$ cat src/rtl/video_timing_gen.sv
// Programmable raster timing generator: pixel clock enable, DE/HS/VS and raster
// position, with the eight timing fields shadowed and applied only at frame start.
module video_timing_gen #(
   parameter int CE_DIV = 4
) (
   input  logic        CLK_VIDEO,
   input  logic        RESET,
   input  logic [11:0] H_ACTIVE,
   input  logic [11:0] H_FP,
   input  logic [11:0] H_SYNC,
   input  logic [11:0] H_BP,
   input  logic [11:0] V_ACTIVE,
   input  logic [11:0] V_FP,
   input  logic [11:0] V_SYNC,
   input  logic [11:0] V_BP,
   output logic        CE_PIXEL,
   output logic        VGA_DE,
   output logic        VGA_HS,
   output logic        VGA_VS,
   output logic [11:0] HCOUNT,
   output logic [11:0] VCOUNT,
   output logic        FRAME_START
);

   localparam logic [3:0] DIV_LAST = 4'(CE_DIV - 1);

   typedef enum logic [1:0] {
      ST_IDLE = 2'd0,
      ST_RUN  = 2'd1,
      ST_HOLD = 2'd2
   } state_t;

   function automatic logic [13:0] total4(input logic [11:0] a, input logic [11:0] b,
                                          input logic [11:0] c, input logic [11:0] d);
      return {2'b00, a} + {2'b00, b} + {2'b00, c} + {2'b00, d};
   endfunction

   function automatic logic cfg_valid(input logic [11:0] ha, input logic [11:0] va,
                                      input logic [13:0] htot, input logic [13:0] vtot);
      return (ha != 12'd0) && (va != 12'd0) && (htot <= 14'd4096) && (vtot <= 14'd4096);
   endfunction

   // An empty window (len == 0) never matches, so a zero sync width disables sync.
   function automatic logic in_window(input logic [11:0] pos, input logic [13:0] start,
                                      input logic [11:0] len);
      logic [13:0] p;
      p = {2'b00, pos};
      return (p >= start) && (p < (start + {2'b00, len}));
   endfunction

   logic [3:0]  div_r;
   logic        ce_r;
   state_t      state_r, state_s;
   logic [11:0] h_r, v_r, h_s, v_s;
   logic        de_r, hs_r, vs_r, fs_r;
   logic        latch_s, fs_s, run_s, de_s, hs_s, vs_s;

   logic [11:0] ha_r, hfp_r, hsy_r, hbp_r, va_r, vfp_r, vsy_r, vbp_r;
   logic [11:0] dec_ha_s, dec_hfp_s, dec_hsy_s, dec_va_s, dec_vfp_s, dec_vsy_s;
   logic [13:0] in_htot_s, in_vtot_s, sh_htot_s, sh_vtot_s;
   logic        in_valid_s, h_end_s, v_end_s;

   assign in_htot_s  = total4(H_ACTIVE, H_FP, H_SYNC, H_BP);
   assign in_vtot_s  = total4(V_ACTIVE, V_FP, V_SYNC, V_BP);
   assign in_valid_s = cfg_valid(H_ACTIVE, V_ACTIVE, in_htot_s, in_vtot_s);
   assign sh_htot_s  = total4(ha_r, hfp_r, hsy_r, hbp_r);
   assign sh_vtot_s  = total4(va_r, vfp_r, vsy_r, vbp_r);
   assign h_end_s    = ({2'b00, h_r} == (sh_htot_s - 14'd1));
   assign v_end_s    = ({2'b00, v_r} == (sh_vtot_s - 14'd1));

   // Pixel clock divider and registered enable
   always_ff @(posedge CLK_VIDEO or posedge RESET) begin
      if (RESET) begin
         div_r <= 4'd0;
         ce_r  <= 1'b0;
      end else begin
         ce_r <= (div_r == DIV_LAST);
         if (div_r == DIV_LAST) begin
            div_r <= 4'd0;
         end else begin
            div_r <= div_r + 4'd1;
         end
      end
   end

   // Next raster position, state and frame-boundary config latch
   always_comb begin
      state_s = state_r;
      h_s     = h_r;
      v_s     = v_r;
      latch_s = 1'b0;
      fs_s    = 1'b0;
      if (ce_r) begin
         case (state_r)
            ST_IDLE, ST_HOLD: begin
               latch_s = 1'b1;
               h_s     = 12'd0;
               v_s     = 12'd0;
               if (in_valid_s) begin
                  state_s = ST_RUN;
                  fs_s    = 1'b1;
               end else begin
                  state_s = ST_HOLD;
               end
            end
            ST_RUN: begin
               if (h_end_s) begin
                  h_s = 12'd0;
                  if (v_end_s) begin
                     v_s     = 12'd0;
                     latch_s = 1'b1;
                     if (in_valid_s) begin
                        fs_s = 1'b1;
                     end else begin
                        state_s = ST_HOLD;
                     end
                  end else begin
                     v_s = v_r + 12'd1;
                  end
               end else begin
                  h_s = h_r + 12'd1;
               end
            end
            default: begin
               state_s = ST_IDLE;
               h_s     = 12'd0;
               v_s     = 12'd0;
            end
         endcase
      end else begin
         state_s = state_r;
      end
   end

   // Decode uses the config that will be in force after this edge
   always_comb begin
      if (latch_s) begin
         dec_ha_s  = H_ACTIVE;
         dec_hfp_s = H_FP;
         dec_hsy_s = H_SYNC;
         dec_va_s  = V_ACTIVE;
         dec_vfp_s = V_FP;
         dec_vsy_s = V_SYNC;
      end else begin
         dec_ha_s  = ha_r;
         dec_hfp_s = hfp_r;
         dec_hsy_s = hsy_r;
         dec_va_s  = va_r;
         dec_vfp_s = vfp_r;
         dec_vsy_s = vsy_r;
      end
   end

   assign run_s = (state_s == ST_RUN);
   assign de_s  = run_s && (h_s < dec_ha_s) && (v_s < dec_va_s);
   assign hs_s  = run_s && in_window(h_s, {2'b00, dec_ha_s} + {2'b00, dec_hfp_s}, dec_hsy_s);
   assign vs_s  = run_s && in_window(v_s, {2'b00, dec_va_s} + {2'b00, dec_vfp_s}, dec_vsy_s);

   // State, position and decoded outputs registered together so they never skew
   always_ff @(posedge CLK_VIDEO or posedge RESET) begin
      if (RESET) begin
         state_r <= ST_IDLE;
         h_r     <= 12'd0;
         v_r     <= 12'd0;
         de_r    <= 1'b0;
         hs_r    <= 1'b0;
         vs_r    <= 1'b0;
         fs_r    <= 1'b0;
      end else begin
         state_r <= state_s;
         h_r     <= h_s;
         v_r     <= v_s;
         de_r    <= de_s;
         hs_r    <= hs_s;
         vs_r    <= vs_s;
         fs_r    <= fs_s;
      end
   end

   // Shadow timing fields
   always_ff @(posedge CLK_VIDEO or posedge RESET) begin
      if (RESET) begin
         ha_r  <= 12'd0;
         hfp_r <= 12'd0;
         hsy_r <= 12'd0;
         hbp_r <= 12'd0;
         va_r  <= 12'd0;
         vfp_r <= 12'd0;
         vsy_r <= 12'd0;
         vbp_r <= 12'd0;
      end else if (latch_s) begin
         ha_r  <= H_ACTIVE;
         hfp_r <= H_FP;
         hsy_r <= H_SYNC;
         hbp_r <= H_BP;
         va_r  <= V_ACTIVE;
         vfp_r <= V_FP;
         vsy_r <= V_SYNC;
         vbp_r <= V_BP;
      end else begin
         ha_r  <= ha_r;
         hfp_r <= hfp_r;
         hsy_r <= hsy_r;
         hbp_r <= hbp_r;
         va_r  <= va_r;
         vfp_r <= vfp_r;
         vsy_r <= vsy_r;
         vbp_r <= vbp_r;
      end
   end

   assign CE_PIXEL    = ce_r;
   assign VGA_DE      = de_r;
   assign VGA_HS      = hs_r;
   assign VGA_VS      = vs_r;
   assign HCOUNT      = h_r;
   assign VCOUNT      = v_r;
   assign FRAME_START = fs_r;

endmodule
$ cat config.mk
export PLATFORM = sky130hd
export DESIGN_NAME = video_timing_gen
export DESIGN_NICKNAME = d
export VERILOG_FILES = /design/src/rtl/video_timing_gen.sv
export SDC_FILE = /design/constraint.sdc
export NUM_CORES = 1
export LEC_CHECK = 0
export ABC_CLOCK_PERIOD_IN_PS = 25200
export BUFFER_PORTS_ARGS = -buffer_cell sky130_fd_sc_hd__buf_2
export CAP_MARGIN = 20
export CORE_ASPECT_RATIO = 1.75
export CORE_UTILIZATION = 40
export CTS_CLUSTER_SIZE = 20
export DETAILED_ROUTE_END_ITERATION = 7
export SKIP_CTS_REPAIR_TIMING = 1
export SKIP_LAST_GASP = 1
export SLEW_MARGIN = 20
export SYNTH_ARGS = -nofsm -noshare
export SYNTH_HDL_FRONTEND = slang
export SYNTH_SLANG_ARGS = --single-unit
$ cat constraint.sdc
create_clock -name CLK_VIDEO -period 25.2 [get_ports CLK_VIDEO]
set_input_delay 3.78 -clock CLK_VIDEO [delete_from_list [all_inputs] [get_ports CLK_VIDEO]]
set_output_delay 3.78 -clock CLK_VIDEO [all_outputs]
set_load 0.01 [all_outputs]
* After elaboration in Yosys (flattened, before gate mapping)
Cells that the tools add are included.
** Storage, ports and cells
- Flip-flop bits (word level) :: 131
- Bits in latches :: 0
- Bits in writable memories :: 0
- Memory bits (read-only) :: 0
- Bits of input ports :: 98
- Output and inout port bits :: 29
- Word-level logic and storage cells :: 94
- Memories kept :: 0
** Operators by class
- Add/sub/neg operators :: 21
- Multipliers :: 0
- Div/mod/pow operators :: 0
- Order comparisons :: 8
- Eq/ne operators :: 6
- Shifts and indexed selects :: 0
- Multiplexer cells :: 29
- Bitwise logic cells :: 0
- Reductions and logical operators :: 13
** Operators by type and width (count)
- $mux 12 :: 13
- $add 13x12->14 :: 6
- $add 12x12->13 :: 6
- $add 14x12->14 :: 4
- $eq 12x14->1 :: 2
- $le 14x13->1 const B :: 2
- $lt 12x14->1 :: 2
- $sub 14x1->14 const B :: 2
- $ge 12x13->1 :: 2
- $add 12x1->12 const B :: 2
- $lt 12x12->1 :: 2
- $reduce_bool 12->1 :: 2
- $mux 2 :: 5
- $logic_and 1x1->1 :: 9
- $mux 1 :: 7
- $add 4x1->4 const B :: 1
- $eq 2x1->1 const B :: 2
- $eq 4x2->1 const B :: 1
- $mux 4 :: 1
- $pmux 1 s2 :: 2
- $pmux 2 s2 :: 1
- $eq 2x2->1 const B :: 1
- $logic_not 2->1 :: 1
- $reduce_or 2->1 :: 1

* Logic depth before layout (Yosys ltp)
Gate-level depths: netlist of the first run.
- Depth in word-level cells :: 15
- Depth in mapped cells :: 44
- Gate-level depth less buffers :: 41

* Least setup slack after synthesis of the first run
No wires, ideal clock.
- Path kind :: register to register
- Start :: register va_r[1]
- End :: register vs_r (netlist: VGA_VS)
- Library setup time :: 101 ps
- Data arrival time :: 8706 ps
- Required time :: 25099 ps
- Setup slack :: 16393 ps
- Cell stages (with the launch flop) :: 42
- Path buffers :: 3
- Clock period less this slack :: 8807 ps
- Cells stage by stage :: dfrtp_1 > inv_1 > ha_1 > inv_1 > fa_1 > fa_1 > ha_1 > inv_1 > fa_1 > nor2b_1 > o21ai_0 > a32o_1 > or3_1 > a2111oi_2 > and4b_4 > a31oi_4 > buf_6 > clkbuf_1 > (+6 left out) > o21bai_1 > maj3_1 > mux2i_1 > o21bai_1 > a21oi_1 > xnor2_1 > ha_1 > and2_1 > o21ai_0 > o21ai_0 > o21a_1 > or2_2 > ha_1 > a211oi_1 > nand3_1 > o211ai_1 > o21ai_0 > nor4_1
** On the way
- Cells in the longest elaborated chain, start to end :: 15
- Elaborated cells on any way between the ends :: 27
- Classes of those cells :: 6 x add/sub; 2 x order compare; 2 x eq/ne; 15 x mux; 2 x reduce/logical
** Ends and longest elaborated chain
- start, declared :: line 58 : logic [11:0] ha_r, hfp_r, hsy_r, hbp_r, va_r, vfp_r, vsy_r, vbp_r;
- start signal, assigned :: line 205 : va_r <= va_r;
- $add 12x12->13 * :: line 35 : return {2'b00, a} + {2'b00, b} + {2'b00, c} + {2'b00, d};
- $add 13x12->14 * :: line 35
- $add 14x12->14 * :: line 35
- $sub 14x1->14 * :: line 69 : assign v_end_s = ({2'b00, v_r} == (sh_vtot_s - 14'd1));
- $eq 12x14->1 * :: line 69
- $mux 1 * :: line 109 : if (v_end_s) begin
- $mux 1 * :: line 107 : if (h_end_s) begin
- $pmux 1 s2 * :: line 94 : case (state_r)
- $mux 1 * :: line 93 : if (ce_r) begin
- $mux 12 *
- named net dec_vfp_s[0] :: line 59 : logic [11:0] dec_ha_s, dec_hfp_s, dec_hsy_s, dec_va_s, dec_vfp_s, dec_vsy_s;
- $add 12x12->13 * :: line 157 : assign vs_s = run_s && in_window(v_s, {2'b00, dec_va_s} + {2'b00, dec_vfp_s}, dec_vsy_s);
- $add 13x12->14 :: line 48 : return (p >= start) && (p < (start + {2'b00, len}));
- $lt 12x14->1 :: line 48
- $logic_and 1x1->1 * :: line 48
- $logic_and 1x1->1 * :: line 157
- named net vs_s :: line 56 : logic latch_s, fs_s, run_s, de_s, hs_s, vs_s;
- end signal, assigned :: line 175 : vs_r <= vs_s;
- end, declared :: line 55 : logic de_r, hs_r, vs_r, fs_r;
The timed path passes the listed nets; every way through them passes the cells marked *.
A chain may end at the register's enable or synchronous reset.

* Final worst setup path of the first run
- Start :: register ha_r[5]
- End :: register hs_r (netlist: VGA_HS)
** On the way
- Cells in the longest elaborated chain, start to end :: 14
- Elaborated cells on any way between the ends :: 24
- Classes of those cells :: 6 x add/sub; 2 x order compare; 2 x eq/ne; 12 x mux; 2 x reduce/logical
** Ends and longest elaborated chain
- start, declared :: line 58
- start signal, assigned :: line 201 : ha_r <= ha_r;
- $add 12x12->13 * :: line 35
- $add 13x12->14 * :: line 35
- $add 14x12->14 * :: line 35
- $sub 14x1->14 * :: line 68 : assign h_end_s = ({2'b00, h_r} == (sh_htot_s - 14'd1));
- $eq 12x14->1 * :: line 68
- $mux 1 * :: line 107
- $pmux 1 s2 * :: line 94
- $mux 1 * :: line 93
- $mux 12 *
- named net dec_hfp_s[0] :: line 59
- $add 12x12->13 * :: line 156 : assign hs_s = run_s && in_window(h_s, {2'b00, dec_ha_s} + {2'b00, dec_hfp_s}, dec_hsy_s);
- $add 13x12->14 :: line 48
- $lt 12x14->1 :: line 48
- $logic_and 1x1->1 * :: line 48
- $logic_and 1x1->1 * :: line 156
- named net hs_s :: line 56
- end signal, assigned :: line 174 : hs_r <= hs_s;
- end, declared :: line 55
Marks and branches as above.

==> results of run 1 <==
-- sequential cells by signal, summed over array words and instances (netlist names) --
name and count:
va_r 12, VGA_VS 1, state_r 2, vsy_r 12, VGA_HS 1, VCOUNT 12
ha_r 12, div_r 4, VGA_DE 1, CE_PIXEL 1, hsy_r 12, vbp_r 12
vfp_r 12, hbp_r 12, HCOUNT 12, hfp_r 12, FRAME_START 1
-- worst min-delay path by stage --
stage / start / endpoint / slack, ps / cells past startpoint
CTS: div_r[0]$_DFF_PP0_ / div_r[0]$_DFF_PP0_ / 480 / 1
global placement: div_r[0]$_DFF_PP0_ / div_r[0]$_DFF_PP0_ / 460 / 1
global route: div_r[0]$_DFF_PP0_ / div_r[0]$_DFF_PP0_ / 500 / 1
detailed placement: div_r[0]$_DFF_PP0_ / div_r[0]$_DFF_PP0_ / 470 / 1
floorplan: div_r[0]$_DFF_PP0_ / div_r[0]$_DFF_PP0_ / 430 / 1
finish: div_r[0]$_DFF_PP0_ / div_r[0]$_DFF_PP0_ / 470 / 1
-- through the flow --
stage	hold slack (ps)	instance area, sq um	setup slack, ps
finish	467	15800	14660
global route	497	15800	13910
CTS	478	15800	14650
detailed placement	470	15300	14700
global placement	456	15300	14810
floorplan	433	14100	16390
-- area by class of cell --
type                       count  share of cell area [%]
multi-input combinational   1071                    62.7
tap                          460                    3.64
timing repair buffer         135                    4.42
clock buffer                  27                    3.12
clock inverter                 5                   0.317
inverter                     212                    5.07
sequential                   131                    20.7
-- cells in the final DEF (no fill, tap or decap), types with 5 or more instances in the layout --
master / netlist / layout
o211ai_1: 10 / 10
a21oi_1: 72 / 72
or2_2: 7 / 7
maj3_1: 8 / 8
inv_1: 212 / 211
dfrtp_1: 131 / 131
o21a_1: 9 / 9
o211a_1: 5 / 5
mux2_2: 71 / 71
nor2b_1: 20 / 20
o31ai_1: 5 / 5
o21bai_1: 18 / 18
and4_1: 5 / 5
xor2_1: 36 / 36
clkbuf_16: 0 / 17
and3_1: 13 / 13
buf_2: 9 / 126
xnor2_1: 58 / 58
nor4_1: 15 / 15
a21o_1: 43 / 43
nand3_1: 31 / 31
mux2i_1: 33 / 33
nor3_1: 17 / 17
nor2_1: 47 / 47
nand2b_1: 14 / 14
ha_1: 199 / 199
fa_1: 98 / 98
nand4_1: 12 / 12
o41ai_1: 7 / 7
a21boi_0: 6 / 6
buf_4: 0 / 9
clkbuf_1: 12 / 7
o22ai_1: 8 / 8
o21ai_0: 77 / 77
a211oi_1: 7 / 7
nand2_1: 50 / 50
or3_1: 6 / 6
-- cell families (layout without fill, tap and decap cells) --
family,Yosys count,in the layout
buf+inv,234,379
mux,105,105
compound gates,317,317
fa+ha+maj,305,305
simple gates,249,249
xor+xnor,95,95
flops,131,131
-- routing by layer --
metal	vias to the layer above	GRT usage, %
li1	5297	-
met1	5450	22.8
met2	229	48.2
met3	83	2.94
met4	0	13.2
met5	-	0
==> summary.md, run 1 <==
| Metric | Value |
|---|---|
| CTS max path bufs | 2 |
| Gpl congestion | roughly 0.9 |
| Net Count, Synth | approximately 1,800 |
| Critical path's slowest cell | buf_4 |
| Worst r2r dst | VGA_HS$_DFF_PP0_ |
| WP depth | 38 |
| Synthesis-to-finish area growth | 12.2% |
| CP peak stage delay | about 700 ps |
| Clock Skew | between 9 and 10 ps |
| Initial DRC count | between 400 and 500 |
| Worst path buffer plus inverter count | 4 |
| Mux cell area share after synthesis | between 8 and 9% |
| Worst r2r path cells | 38 |
| Post-synthesis cell area | approximately 14,000 sq um |
| Synth unique cells | 70 |
| Final Max Slew Viols | 0 |
| #FFs+latches synth | roughly 130 |
| Final hold violations | 0 |
| Critical Path AT | roughly 11,000 ps |
| Setup-failing EPs final | 0 |
| Critical path destination | VGA_HS$_DFF_PP0_ |
| Grt ovf | 0 |
| Final core occ | around 46% |
| Worst Max-Slew Pin Slew | just under 1000 ps |
| Clk_lat worst skew | between 400 and 500 ps |
| Area of the multi-input gates | roughly 9900 sq um |
| Met3 wire len | approximately 1000 um |
| Max-slew headroom | roughly a third |
| Layout cells sized above 1 | about 16% |
| Main synth FF type | dfrtp_1 |
| Nets | around 2,000 |
| Core Footprint | between 30,000 and 40,000 sq um |
| Dpl hpwl | 34,900 um |
| Std cell rows | 90 |
| Die width | around 140 um |
| Most used cell, CP | a21oi_1 |
| GRT Overall Usage | between 20 and 25% |
| Ys async rst share | 100% |
| RSZ-0062 raised after global routing | false |
| Post-synth EDFFs | 0 |
| Crit path max fanout | 50 |
| TNS Setup | 0 ps |
| Synth Area in XOR/XNOR | around 6.0% |
| Initial antenna violation count | 0 |
| Root Buffer | clkbuf_16 |
| Metal-1 WL | between 10,000 and 15,000 um |
| Dpl cells | between 2,000 and 2,500 |
| Post-synth top area share | between 20% and 30% |
| Highest metal used | met4 |
| Post-synth top cells | inv_1, ha_1, dfrtp_1 |
| Post-Synth Simple-Gate Area | 9.15% |
| Die height | around 250 um |
| Register area share after synthesis | roughly a quarter |
| Final Critical Period | ~11,000 ps |
| Total wire length | around 41,000 um |
| Main combinational cell family by area after synthesis | adder cells |
| ANT cells | 0 |
| WL per Instance | just over 20 um |
| Max Cap Viol | 0 |
| Reg area | ~3300 sq um |
| Most common cell in the synthesized netlist | inv_1 |
| Detailed route wirelength on metal2 | around 24,000 um |
| CP endpoint kind | register |
| CTS tree | yes |
| Vias | roughly 11,000 |
| Yosys top cell by area | dfrtp_1 |
| Largest net degree at the start of global routing | between 70 and 80 |
| Mean number of vias per cell | between 5 and 6 |
| Critical Path RT | 25,560 ps |
| H-tree depth | 4 |
| Outcome | completed |
| Pre-antenna DRT Iters | 5 |
| DIE AREA | 36,000 sq um |
| I/O pin cnt | roughly 130 |
| Clock tree sinks | between 100 and 150 |
| Port bufs | about 130 |
| Synth top area cells | dfrtp_1, ha_1, fa_1 |
| Final std cells w/o fill | about 2,000 |
| Hold Crit Class | reg -> reg |
| Avg Cell Area, Syn | 9.81 sq um |
| Clock-pin slew on the worst setup and hold paths | 60 ps |
| R2R setup slack | between 10,000 and 15,000 ps |
| FF-to-FF Start | ha_r[5]$_DFF_PP0_ |
| Yosys warnings | 0 |
| Origin of the worst setup path | ha_r[5]$_DFF_PP0_ |
| Syn Inst Count | around 1,400 |
| Vias in the first global route | between 10,000 and 15,000 |
| Final ANT Viol Nets | 0 |
| Adder-cell area share of the yosys netlist | approximately a third |
| First-pass GRT wire length | between 60,000 and 70,000 um |
| Max Fclk | between 0.09 and 0.1 GHz |
| DRC | 0 |
| Starting Density | about two fifths |
| Synth Area in Compound Gates | 14.9% |
| Setup crit start kind | register |
| FILL cells | 3,423 |
| Part of the cycle the worst path needs | 41.8% |
| Crit Path Category | reg -> reg |
| Largest delay share family, worst path | compound AO/OA/AOI/OAI gates |
| Cts bufs inserted | 17 |
Power of run 1 is not shown: default switching activity piles up to over one toggle a cycle in this logic, so the estimate is an artifact.
==> run 2, diff against run 1 <==
--- a/config.mk
+++ b/config.mk
@@ -5,7 +5,7 @@
 export SDC_FILE = /design/constraint.sdc
 export NUM_CORES = 1
 export LEC_CHECK = 0
-export ABC_CLOCK_PERIOD_IN_PS = 25200
+export ABC_CLOCK_PERIOD_IN_PS = 9900
 export BUFFER_PORTS_ARGS = -buffer_cell sky130_fd_sc_hd__buf_2
 export CAP_MARGIN = 20
 export CORE_ASPECT_RATIO = 1.75
==> constraint.sdc (replaced) <==
create_clock -name CLK_VIDEO -period 9.9 [get_ports CLK_VIDEO]
set_input_delay 1.485 -clock CLK_VIDEO [delete_from_list [all_inputs] [get_ports CLK_VIDEO]]
set_output_delay 1.485 -clock CLK_VIDEO [all_outputs]
set_load 0.01 [all_outputs]
==> run 2 against run 1 <==
Net effect:
- global-route usage is 0.15 points higher
- sequential cell count stayed put
- non-clock buffer count is 5 higher
- wire length is 0.87% higher
- clock skew is 1.3 ps lower
- sequential share of layout area is 0.15 points lower
- cell count is 0.24% higher
- fmax is 13% higher
- core utilization is 0.33 points higher
- register-to-register slack worse by 14000 ps
- design area is 0.73% higher
==> summary.md, run 2 (synthesis results as in run 1) <==
| Metric | Value |
|---|---|
| Port bufs | 126 (unchanged) |
| FF-to-FF Start | ha_r[1]$_DFF_PP0_ |
| Std cell rows | 90 (unchanged) |
| FILL cells | 3,353 (-2.0%) |
| Vias | 11,115 (+0.51%) |
| Commonest non-fill, non-tap cell in the layout | inv_1 |
| Initial DRC count | 493 (+15%) |
| CTS max path bufs | 2 (unchanged) |
| Final ANT Viol Nets | 0 (unchanged) |
| Die width | 144 um (unchanged) |
| H-tree depth | 4 (unchanged) |
| WL per Instance | 20.2 um (+0.62%) |
| Final Max Slew Viols | 0 (unchanged) |
| Hold path start | div_r[0]$_DFF_PP0_ |
| Vias in the first global route | 11,970 (+0.13%) |
| Largest delay share family, worst path | adder cells |
| R2R setup slack | 590 ps (-14,070 ps) |
| Most frequent cells in the layout | inv_1, ha_1, dfrtp_1 |
| Cts bufs inserted | 17 (unchanged) |
| Total wire length | 41,400 um (+0.87%) |
| Hold-critical path endpoint | div_r[0]$_DFF_PP0_ |
| Setup crit start kind | register |
| Initial antenna violation count | 0 (unchanged) |
| Setup-failing EPs final | 0 (unchanged) |
| Final Critical Period | 9310 ps (-1230 ps) |
| Outcome | completed |
| DIE AREA | 36,000 sq um (unchanged) |
| Starting Density | 40.7% (unchanged) |
| CP endpoint kind | register |
| Worst r2r dst | VGA_VS$_DFF_PP0_ |
| Placed inst area | 15,300 sq um (+0.33%) |
| Max Fclk | 0.107 GHz (+13%) |
| DRC | 0 (unchanged) |
| Crit path max fanout | 9 (-82%) |
| Dpl cells | 2,012 (+0.15%) |
| Max Cap Viol | 0 (unchanged) |
| CP peak stage delay | 500 ps (-220 ps) |
| Root Buffer | clkbuf_16 |
| ANT cells | 0 (unchanged) |
| CTS tree | yes |
| Layout cells sized above 1 | 16.6% (+0.96 points) |
| Dpl hpwl | 34,800 um (-0.15%) |
| Gpl congestion | 0.898 (-1.2%) |
| Largest net degree at the start of global routing | 69 (-6.8%) |
| First-pass GRT wire length | 64,300 um (+0.65%) |
| Critical Path RT | 10,250 ps (-15,310 ps) |
| Hold path cells | 1 (unchanged) |
| Origin of the worst setup path | ha_r[1]$_DFF_PP0_ |
| Core Footprint | 34,600 sq um (unchanged) |
| Final std cells w/o fill | 2,046 (+0.24%) |
| Mean number of vias per cell | 5.43 (+0.26%) |
| TNS Setup | 0 ps (unchanged) |
| Critical path's slowest cell | fa_1 |
| Grt ovf | 0 (unchanged) |
| Hold Crit Class | reg -> reg |
| GRT Overall Usage | 24.3% (+0.15 points) |
| Worst path buffer plus inverter count | 6 (+2) |
| RSZ-0062 raised after global routing | false |
| Final hold violations | 0 (unchanged) |
| Max-slew headroom | 38.9% (+6.1 points) |
| Crit Path Category | reg -> reg |
| I/O pin cnt | 127 (unchanged) |
| Critical Path AT | 9660 ps (-1240 ps) |
| Clock-pin slew on the worst setup and hold paths | 60 ps (about the same) |
| Clock tree sinks | 131 (unchanged) |
| Worst Max-Slew Pin Slew | 909 ps (-73.7 ps) |
| Nets | 1,968 (+0.25%) |
| Die height | 250 um (unchanged) |
| Synthesis-to-finish area growth | 13.0% |
| Worst r2r path cells | 41 (+7.9%) |
| Cell area after layout | 15,900 sq um (+0.73%) |
| Clk_lat worst skew | 460 ps (about the same) |
| Clock Skew | 8.14 ps (-1.35 ps) |
| Pre-antenna DRT Iters | 5 (unchanged) |
| Part of the cycle the worst path needs | 94.0% (+52 points) |
run 2: changes by cell type in the layout (fill, tap and decap cells not counted), moves of 2 or more:
cell,delta
clkinvlp_4,+3
clkbuf_1,-6
clkbuf_8,+2
buf_4,+3
run 2: worst max-delay path by stage:
stage	to	slack [ps]	cells after the start
finish	VGA_VS$_DFF_PP0_	590	41
global route	VGA_VS$_DFF_PP0_	20	38
CTS	VGA_HS$_DFF_PP0_	160	37
detailed placement	VGA_HS$_DFF_PP0_	210	37
global placement	VGA_HS$_DFF_PP0_	360	39
floorplan	VGA_VS$_DFF_PP0_	1090	41
run 2: metrics by stage:
stage               util (%)  hold WS [ps]  setup slack (ps)
floorplan                  -           433              1090
global placement        44.2           445               360
detailed placement      44.3           454               210
CTS                     46.0           461               162
global route            46.0           494              21.7
finish                  46.0           465               593
run 2: routing by layer:
layer,global-route usage (%),vias up,part of all wire [%]
met5,0,-,0
met4,12.8,0,5.0
met3,3.12,83,2.7
met2,49.1,214,59
met1,22.5,5519,33
li1,-,5299,-
run 2: layout make-up:
type	instances	area [sq um]	share of cell area, %
Multi-Input combinational cell	1071	9940	62.4
Tap cell	460	576	3.62
Inverter	212	801	5.03
Sequential cell	131	3280	20.6
Clock inverter	9	77.6	0.487
Timing Repair Buffer	140	752	4.72
Clock buffer	23	498	3.13
Power of run 2 is left out for the same reason.
